==> src/rtl/alu_pkg.sv <==
// Shared types and constants for the sequential 8-bit ALU.
// Build option ALU_DIV_EN: op_code 2'b11 is DIV when defined, AND otherwise.
package alu_pkg;

    localparam int WIDTH = 8;
    localparam int ITERS = 8;
    localparam int CNT_W = 3;

    typedef enum logic [2:0] {
        S_IDLE,
        S_LOAD_A,
        S_LOAD_B,
        S_EXEC,
        S_OUT_LO,
        S_OUT_HI
    } state_t;

    typedef logic [1:0] op_t;

    localparam op_t OP_ADD = 2'b00;
    localparam op_t OP_SUB = 2'b01;
    localparam op_t OP_MUL = 2'b10;
`ifdef ALU_DIV_EN
    localparam op_t OP_DIV = 2'b11;
`else
    localparam op_t OP_AND = 2'b11;
`endif

    // Datapath enables decoded from the controller state.
    typedef struct packed {
        logic ld_a;
        logic ld_b;
        logic step;
        logic out_lo;
        logic out_hi;
    } ctrl_t;

    // Ops that iterate in EXEC and present a second result in OUT_HI.
    function automatic logic is_multi(op_t op);
`ifdef ALU_DIV_EN
        return (op == OP_MUL) || (op == OP_DIV);
`else
        return (op == OP_MUL);
`endif
    endfunction

endpackage

==> src/rtl/alu_seq_if.sv <==
// Bus between the master and the sequential ALU: start/op/operand in, result/strobe out.
interface alu_seq_if;
    import alu_pkg::*;

    logic             BEGIN;
    op_t              op_code;
    logic [WIDTH-1:0] inbus;
    logic [WIDTH-1:0] outbus;
    logic             END;

    modport master (output BEGIN, op_code, inbus, input outbus, END);
    modport slave  (input BEGIN, op_code, inbus, output outbus, END);

endinterface

==> src/rtl/alu_ctrl.sv <==
// Sequencing FSM and iteration counter; emits datapath enables and the END strobe.
module alu_ctrl
    import alu_pkg::*;
(
    input  logic  clk,
    input  logic  reset,
    input  logic  begin_i,
    input  op_t   op_i,
    output op_t   op_o,
    output ctrl_t ctl_o,
    output logic  end_o
);

    state_t           state_q, state_d;
    op_t              op_q, op_d;
    logic [CNT_W-1:0] cnt_q, cnt_d;
    logic             end_q, end_d;
    logic             multi;
    logic             last;

    assign multi = is_multi(op_q);
    assign last  = (cnt_q == CNT_W'(ITERS - 1));

    always_comb begin
        state_d = state_q;
        op_d    = op_q;
        cnt_d   = cnt_q;
        end_d   = 1'b0;
        unique case (state_q)
            S_IDLE: begin
                if (begin_i) begin
                    op_d    = op_i;
                    state_d = S_LOAD_A;
                end
            end
            S_LOAD_A: state_d = S_LOAD_B;
            S_LOAD_B: begin
                cnt_d   = '0;
                state_d = S_EXEC;
            end
            S_EXEC: begin
                if (!multi || last) begin
                    state_d = S_OUT_LO;
                    end_d   = 1'b1;
                end else begin
                    cnt_d = cnt_q + 3'd1;
                end
            end
            S_OUT_LO: state_d = multi ? S_OUT_HI : S_IDLE;
            S_OUT_HI: state_d = S_IDLE;
            default:  state_d = S_IDLE;
        endcase
    end

    always_ff @(posedge clk or negedge reset) begin
        if (!reset) begin
            state_q <= S_IDLE;
            op_q    <= OP_ADD;
            cnt_q   <= '0;
            end_q   <= 1'b0;
        end else begin
            state_q <= state_d;
            op_q    <= op_d;
            cnt_q   <= cnt_d;
            end_q   <= end_d;
        end
    end

    // The final EXEC cycle both takes the last iteration and loads the primary result.
    always_comb begin
        ctl_o        = '0;
        ctl_o.ld_a   = (state_q == S_LOAD_A);
        ctl_o.ld_b   = (state_q == S_LOAD_B);
        ctl_o.step   = (state_q == S_EXEC) && multi;
        ctl_o.out_lo = (state_q == S_EXEC) && (!multi || last);
        ctl_o.out_hi = (state_q == S_OUT_LO) && multi;
    end

    assign op_o  = op_q;
    assign end_o = end_q;

endmodule

==> src/rtl/alu_seq.sv <==
// Sequential 8-bit ALU: operand/accumulator registers, shared ripple adder, output register.
// Build option ALU_DIV_EN compiles in the restoring divider on op_code 2'b11.
module alu_seq
    import alu_pkg::*;
(
    input  logic        clk,
    input  logic        reset,
    alu_seq_if.slave    bus
);

    op_t   op;
    ctrl_t ctl;
    logic  end_q;

    alu_ctrl u_ctrl (
        .clk     (clk),
        .reset   (reset),
        .begin_i (bus.BEGIN),
        .op_i    (bus.op_code),
        .op_o    (op),
        .ctl_o   (ctl),
        .end_o   (end_q)
    );

    logic [WIDTH-1:0]   a_q, a_d, b_q, b_d, out_q, out_d;
    logic [2*WIDTH-1:0] p_q, p_d, p_step;
    logic [WIDTH-1:0]   p_hi, p_lo;
    logic [WIDTH-1:0]   add_x, add_y, sum, primary;
    logic               cin;
    logic [WIDTH:0]     carry;

    assign p_hi = p_q[2*WIDTH-1:WIDTH];
    assign p_lo = p_q[WIDTH-1:0];

    // One adder serves ADD/SUB directly and the accumulate/trial-subtract steps.
    always_comb begin
        add_x = a_q;
        add_y = b_q;
        cin   = 1'b0;
        case (op)
            OP_SUB: begin
                add_y = ~b_q;
                cin   = 1'b1;
            end
            OP_MUL: begin
                add_x = p_hi;
                add_y = a_q;
            end
`ifdef ALU_DIV_EN
            OP_DIV: begin
                add_x = {p_hi[WIDTH-2:0], p_lo[WIDTH-1]};
                add_y = ~b_q;
                cin   = 1'b1;
            end
`endif
            default: ;
        endcase
    end

    assign carry[0] = cin;
    for (genvar i = 0; i < WIDTH; i++) begin : g_rca
        assign sum[i]       = add_x[i] ^ add_y[i] ^ carry[i];
        assign carry[i + 1] = (add_x[i] & add_y[i]) | (carry[i] & (add_x[i] ^ add_y[i]));
    end

`ifdef ALU_DIV_EN
    // Trial subtract of the 9-bit shifted remainder succeeds if it overflowed 8 bits or no borrow.
    logic no_borrow;
    assign no_borrow = p_hi[WIDTH-1] | carry[WIDTH];
`endif

    always_comb begin
        p_step  = p_q;
        primary = sum;
        case (op)
            OP_MUL: begin
                if (p_lo[0]) p_step = {carry[WIDTH], sum, p_lo[WIDTH-1:1]};
                else         p_step = {1'b0, p_hi, p_lo[WIDTH-1:1]};
                primary = p_step[WIDTH-1:0];
            end
`ifdef ALU_DIV_EN
            OP_DIV: begin
                p_step  = {(no_borrow ? sum : add_x), p_lo[WIDTH-2:0], no_borrow};
                primary = p_step[WIDTH-1:0];
            end
`else
            OP_AND: primary = a_q & b_q;
`endif
            default: ;
        endcase
    end

    always_comb begin
        a_d   = a_q;
        b_d   = b_q;
        p_d   = p_q;
        out_d = out_q;
        if (ctl.ld_a) a_d = bus.inbus;
        if (ctl.ld_b) begin
            b_d = bus.inbus;
`ifdef ALU_DIV_EN
            p_d = {{WIDTH{1'b0}}, (op == OP_DIV) ? a_q : bus.inbus};
`else
            p_d = {{WIDTH{1'b0}}, bus.inbus};
`endif
        end
        if (ctl.step) p_d = p_step;
        if (ctl.out_lo)      out_d = primary;
        else if (ctl.out_hi) out_d = p_hi;
    end

    always_ff @(posedge clk or negedge reset) begin
        if (!reset) begin
            a_q   <= '0;
            b_q   <= '0;
            p_q   <= '0;
            out_q <= '0;
        end else begin
            a_q   <= a_d;
            b_q   <= b_d;
            p_q   <= p_d;
            out_q <= out_d;
        end
    end

    assign bus.outbus = out_q;
    assign bus.END    = end_q;

endmodule

==> src/flat_wrapper.sv <==
// flat-port wrapper written by rule: the top's interface ports become plain ports
module alu_seq_flat import alu_pkg::*;
  (clk, reset, bus_BEGIN, bus_op_code, bus_inbus, bus_outbus, bus_END);
  alu_seq_if bus_i ();
  input  logic clk;
  input  logic reset;
  input wire logic [$bits(bus_i.BEGIN)-1:0] bus_BEGIN;
  input wire logic [$bits(bus_i.op_code)-1:0] bus_op_code;
  input wire logic [$bits(bus_i.inbus)-1:0] bus_inbus;
  output wire logic [$bits(bus_i.outbus)-1:0] bus_outbus;
  output wire logic [$bits(bus_i.END)-1:0] bus_END;
  assign bus_i.BEGIN = bus_BEGIN;
  assign bus_i.op_code = bus_op_code;
  assign bus_i.inbus = bus_inbus;
  assign bus_outbus = bus_i.outbus;
  assign bus_END = bus_i.END;
  alu_seq u_core (.clk(clk), .reset(reset), .bus(bus_i));
endmodule
==> config.mk <==
export PLATFORM = sky130hd
export DESIGN_NAME = alu_seq_flat
export DESIGN_NICKNAME = d
export VERILOG_FILES = /design/src/rtl/alu_pkg.sv /design/src/rtl/alu_seq_if.sv /design/src/rtl/alu_ctrl.sv /design/src/rtl/alu_seq.sv /design/src/flat_wrapper.sv
export SDC_FILE = /design/constraint.sdc
export NUM_CORES = 1
export LEC_CHECK = 0
export CAP_MARGIN = 5
export CORE_UTILIZATION = 55
export DETAILED_ROUTE_END_ITERATION = 12
export PLACE_DENSITY = 0.76
export SYNTH_ARGS = -nofsm -noshare
export SYNTH_HDL_FRONTEND = slang
export SYNTH_HIERARCHICAL = 1
export SYNTH_SLANG_ARGS = --single-unit
==> constraint.sdc <==
create_clock -name clk -period 14.2 [get_ports clk]
set_clock_uncertainty 0.15 [all_clocks]
set_input_delay 2.13 -clock clk [delete_from_list [all_inputs] [get_ports clk]]
set_output_delay 2.13 -clock clk [all_outputs]
set_load 0.05 [all_outputs]
==> qor.log <==
qor: status.outcome complete, no violations
qor: sta.tns 0 ns
qor: worst_setup_path.worst_path_largest_cell_delay 0.50 ns
qor: clock_network.clock_sinks 49
qor: worst_hold_path.timing.hold.worst_endpoint u_core/u_ctrl/cnt_q[0]
qor: clock_network.worst_skew_pair.late_latency 0.30 ns
qor: worst_setup_path.timing.critical_path.cells ha_1, buf_4, mux2_2, fa_1, fa_1, fa_1, fa_1, fa_1, fa_1, inv_1, fa_1, inv_1, fa_1, mux2i_1, o21ai_0
qor: clock_network.cts_bufs_inserted 5
qor: clock_network.post_cts.resized_instances 0
qor: worst_setup_path.timing.setup.critical_path_class reg2reg
qor: routing.drcViolationCount 0
qor: sta.fin_crit_sh 35.2%
qor: routing.vias 1981
qor: worst_setup_path.rr_endpoint u_core/p_q[14]
qor: worst_setup_path.timing.critical_path.arrival 5.07 ns
qor: placed_design.placement.io_buffers 21
qor: routing.wl_per_cell 17.2 µm
qor: yosys.synth_area_per_cell 11.0 µm²
qor: yosys.ys_top_cells_by_area sky130_fd_sc_hd__dfrtp_1 44%, sky130_fd_sc_hd__mux2i_1 9.7%, sky130_fd_sc_hd__mux2_2 6.9%
qor: clock_network.cts_root_buf sky130_fd_sc_hd__clkbuf_8
qor: cells_and_area.filler_cell_count 388
qor: clock_network.cts_tree yes
qor: worst_setup_path.r2r_slack 9.20 ns
qor: yosys.yosysWarningCount 6
qor: yosys.synth_seq_area_share 44.0%
qor: placed_design.gpl.final_weighted_congestion 0.797
qor: sta.final_max_slew_viol_count 0
qor: die.coreArea 0.00479 mm²
qor: die.num_rows 25
qor: sta.maxSlewHeadroom 28.0%
qor: worst_setup_path.worst_ep_required_time 14.27 ns
qor: worst_setup_path.critPathMostFrequentCell sky130_fd_sc_hd__fa_1
qor: sta.finalSetupViolCount 0
qor: global_route.groute.usage.overall 24.6%
qor: sta.finalWorstPathRequiredPeriod 5.00 ns
qor: yosys.synth_cells 254
qor: worst_setup_path.crit_path_start_kind flop
qor: die.fp.dieArea 0.00535 mm²
qor: sta.finalHoldViolCount 0
qor: yosys.netlist_area 0.00278 mm²
qor: routing.vias_per_cell 5.90
qor: cells_and_area.area_growth_from_synthesis_to_final_layout 9.71%
qor: yosys.cell_type_contributing_the_most_total_cell_area_after_synthesis sky130_fd_sc_hd__dfrtp_1
qor: die.die_height 73.1 µm
qor: cells_and_area.layout.cells.most_common sky130_fd_sc_hd__dfrtp_1
qor: flow_run.timing.max_cap.violations 0
qor: sta.tightestPinTransition 1.08 ns
qor: routing.drt_pass1_iterations 5
qor: global_route.grt.overflow.total 0
qor: global_route.grt_pass1_vias 1914
qor: cells_and_area.most-common-layout-cells 49 x sky130_fd_sc_hd__dfrtp_1, 30 x sky130_fd_sc_hd__nand2_1, 27 x sky130_fd_sc_hd__mux2i_1
qor: global_route.grt_max_degree 50
qor: worst_hold_path.hold_path.startpoint u_core/u_ctrl/cnt_q[0]
qor: sta.fmax 0.200 GHz
qor: yosys.ys_ff_latch 49
qor: routing.drt_iter0_drc 93
qor: die.die_x 73.1 µm
qor: routing.antenna_violating_nets_post_route 0
qor: die.boundaryPins 22
qor: worst_setup_path.end_kind flop
qor: sta.rsz0062_at_grt no
qor: routing.routed_wl 5790 µm
qor: yosys.synth_cell_type_count 35
qor: yosys.netlist.area_leader.share 44.0%
qor: global_route.antenna_violations_before_repair 0
qor: worst_setup_path.rr_startpoint u_core/u_ctrl/op_o[1]
qor: placed_design.post-dp-hpwl 3900 µm
qor: worst_setup_path.worstPathMaxFanout 30
qor: worst_setup_path.worst-r2r-cell-count 15
qor: die.initial_util 58.2%
qor: worst_setup_path.critical_path.slowest_cell sky130_fd_sc_hd__fa_1
qor: cells_and_area.post_route_cells_drive_above_1_share 13.0%
qor: worst_hold_path.min_path_cells 1
qor: global_route.grt_pass1_wl 9640 µm
qor: cells_and_area.final_net_count 295
qor: clock_network.ctsLongestPathBuffers 2
qor: clock_network.cts-hold-fix-buffers 0
qor: worst_hold_path.hold_path_class reg2reg
qor: clock_network.cts_post_setup_buffers_inserted 0
qor: clock_network.h-tree-depth 2
qor: yosys.synth_nets 280
qor: clock_network.clk_pin_slew_worst_paths 0.09 ns
qor: cells_and_area.n_antenna_cell 0
critical path: cells and delay by family, from the launching register on:
family                     cells  cell delay, ns
AOI/OAI and AO/OA              1            0.17
adders and majority gates      9            3.22
buffers and inverters          3            0.45
DFF                            1            0.46
muxes                          2            0.47
cell type report:
class	count	area (µm²)	area share (%)
Multi-Input combinational cell	171	1360	44.5
Timing Repair Buffer	25	235	7.70
Tap cell	67	83.8	2.74
Sequential cell	49	1230	40.1
Clock buffer	7	86.3	2.83
Inverter	17	63.8	2.09
cell families (layout without fill, tap and decap cells):
family	after synthesis	in the layout	synth area share, %
AO/OA/AOI/OAI	69	69	15.9
adder cells (fa/ha/maj)	13	13	8.00
buffers and inverters	34	49	7.15
flip-flops	49	49	44.0
multiplexers	45	45	17.1
AND/OR/NAND/NOR	44	44	7.82
cells in the mapped netlist:
cell,count
sky130_fd_sc_hd__nor3b_1,1
sky130_fd_sc_hd__or3_1,1
sky130_fd_sc_hd__mux2_2,17
sky130_fd_sc_hd__a22oi_1,13
sky130_fd_sc_hd__o2111ai_1,1
sky130_fd_sc_hd__nand2_1,30
sky130_fd_sc_hd__a21o_1,1
sky130_fd_sc_hd__mux2i_1,27
sky130_fd_sc_hd__a21boi_0,1
sky130_fd_sc_hd__o22ai_1,1
sky130_fd_sc_hd__buf_4,3
sky130_fd_sc_hd__nand2b_1,1
sky130_fd_sc_hd__nor3_1,2
sky130_fd_sc_hd__clkbuf_1,1
sky130_fd_sc_hd__nor2_4,1
sky130_fd_sc_hd__fa_1,8
sky130_fd_sc_hd__inv_1,17
sky130_fd_sc_hd__a221oi_1,8
sky130_fd_sc_hd__a31oi_1,7
sky130_fd_sc_hd__o21bai_1,2
sky130_fd_sc_hd__or3b_2,1
sky130_fd_sc_hd__buf_2,6
sky130_fd_sc_hd__a32oi_1,1
sky130_fd_sc_hd__nand3b_1,1
sky130_fd_sc_hd__or4b_4,1
sky130_fd_sc_hd__a21oi_1,9
sky130_fd_sc_hd__buf_6,7
sky130_fd_sc_hd__nand2b_4,1
sky130_fd_sc_hd__mux2i_2,1
sky130_fd_sc_hd__or3b_1,1
sky130_fd_sc_hd__o21ai_0,23
sky130_fd_sc_hd__nor2_1,3
sky130_fd_sc_hd__o21ai_2,2
sky130_fd_sc_hd__dfrtp_1,49
sky130_fd_sc_hd__ha_1,5
sequential cells by signal (all words and copies together) (netlist names):
register               cells
u_core/a_q                 8
u_core/u_ctrl/op_o         2
u_core/bus.outbus          8
u_core/p_q                16
u_core/b_q                 8
u_core/u_ctrl/end_o        1
u_core/u_ctrl/cnt_q        3
u_core/u_ctrl/state_q      3
layer usage:
metal | track usage (%) | up-vias | wire (µm)
met5 | 0 | - | 0
met4 | 8.93 | 0 | 88
met3 | 5.25 | 8 | 257
met2 | 39.5 | 52 | 2720
met1 | 33.0 | 983 | 2720
li1 | - | 938 | -
worst max path at each step:
stage               slack, ns  depth (start not counted)                  start                    to
floorplan                9.46                         17  u_core/u_ctrl/op_o[1]  u_core/bus.outbus[7]
global placement         9.32                         15  u_core/u_ctrl/op_o[1]  u_core/bus.outbus[7]
detailed placement       9.21                         16  u_core/u_ctrl/op_o[0]  u_core/bus.outbus[7]
CTS                      9.19                         16  u_core/u_ctrl/op_o[0]        u_core/p_q[14]
global route             8.99                         16  u_core/u_ctrl/op_o[0]  u_core/bus.outbus[7]
finish                   9.20                         15  u_core/u_ctrl/op_o[1]        u_core/p_q[14]
stage by stage:
step | cell area (µm²) | util (%) | instances | hold slack (ns) | setup slack (ns)
4_1_cts | 3050 | 63.8 | 336 | 0.352 | 9.19
3_5_place_dp | 2970 | 62.0 | 329 | 0.342 | 9.21
6_report | 3050 | 63.8 | 336 | 0.350 | 9.20
2_1_floorplan | 2780 | - | 254 | 0.302 | 9.46
5_1_grt | 3050 | 63.8 | 336 | 0.369 | 8.99
3_3_place_gp | 2970 | 62.0 | 329 | 0.327 | 9.32
Power is left out: the tool's default activity adds up to more than one toggle a clock period on the data nets, which glitch-free logic cannot reach.
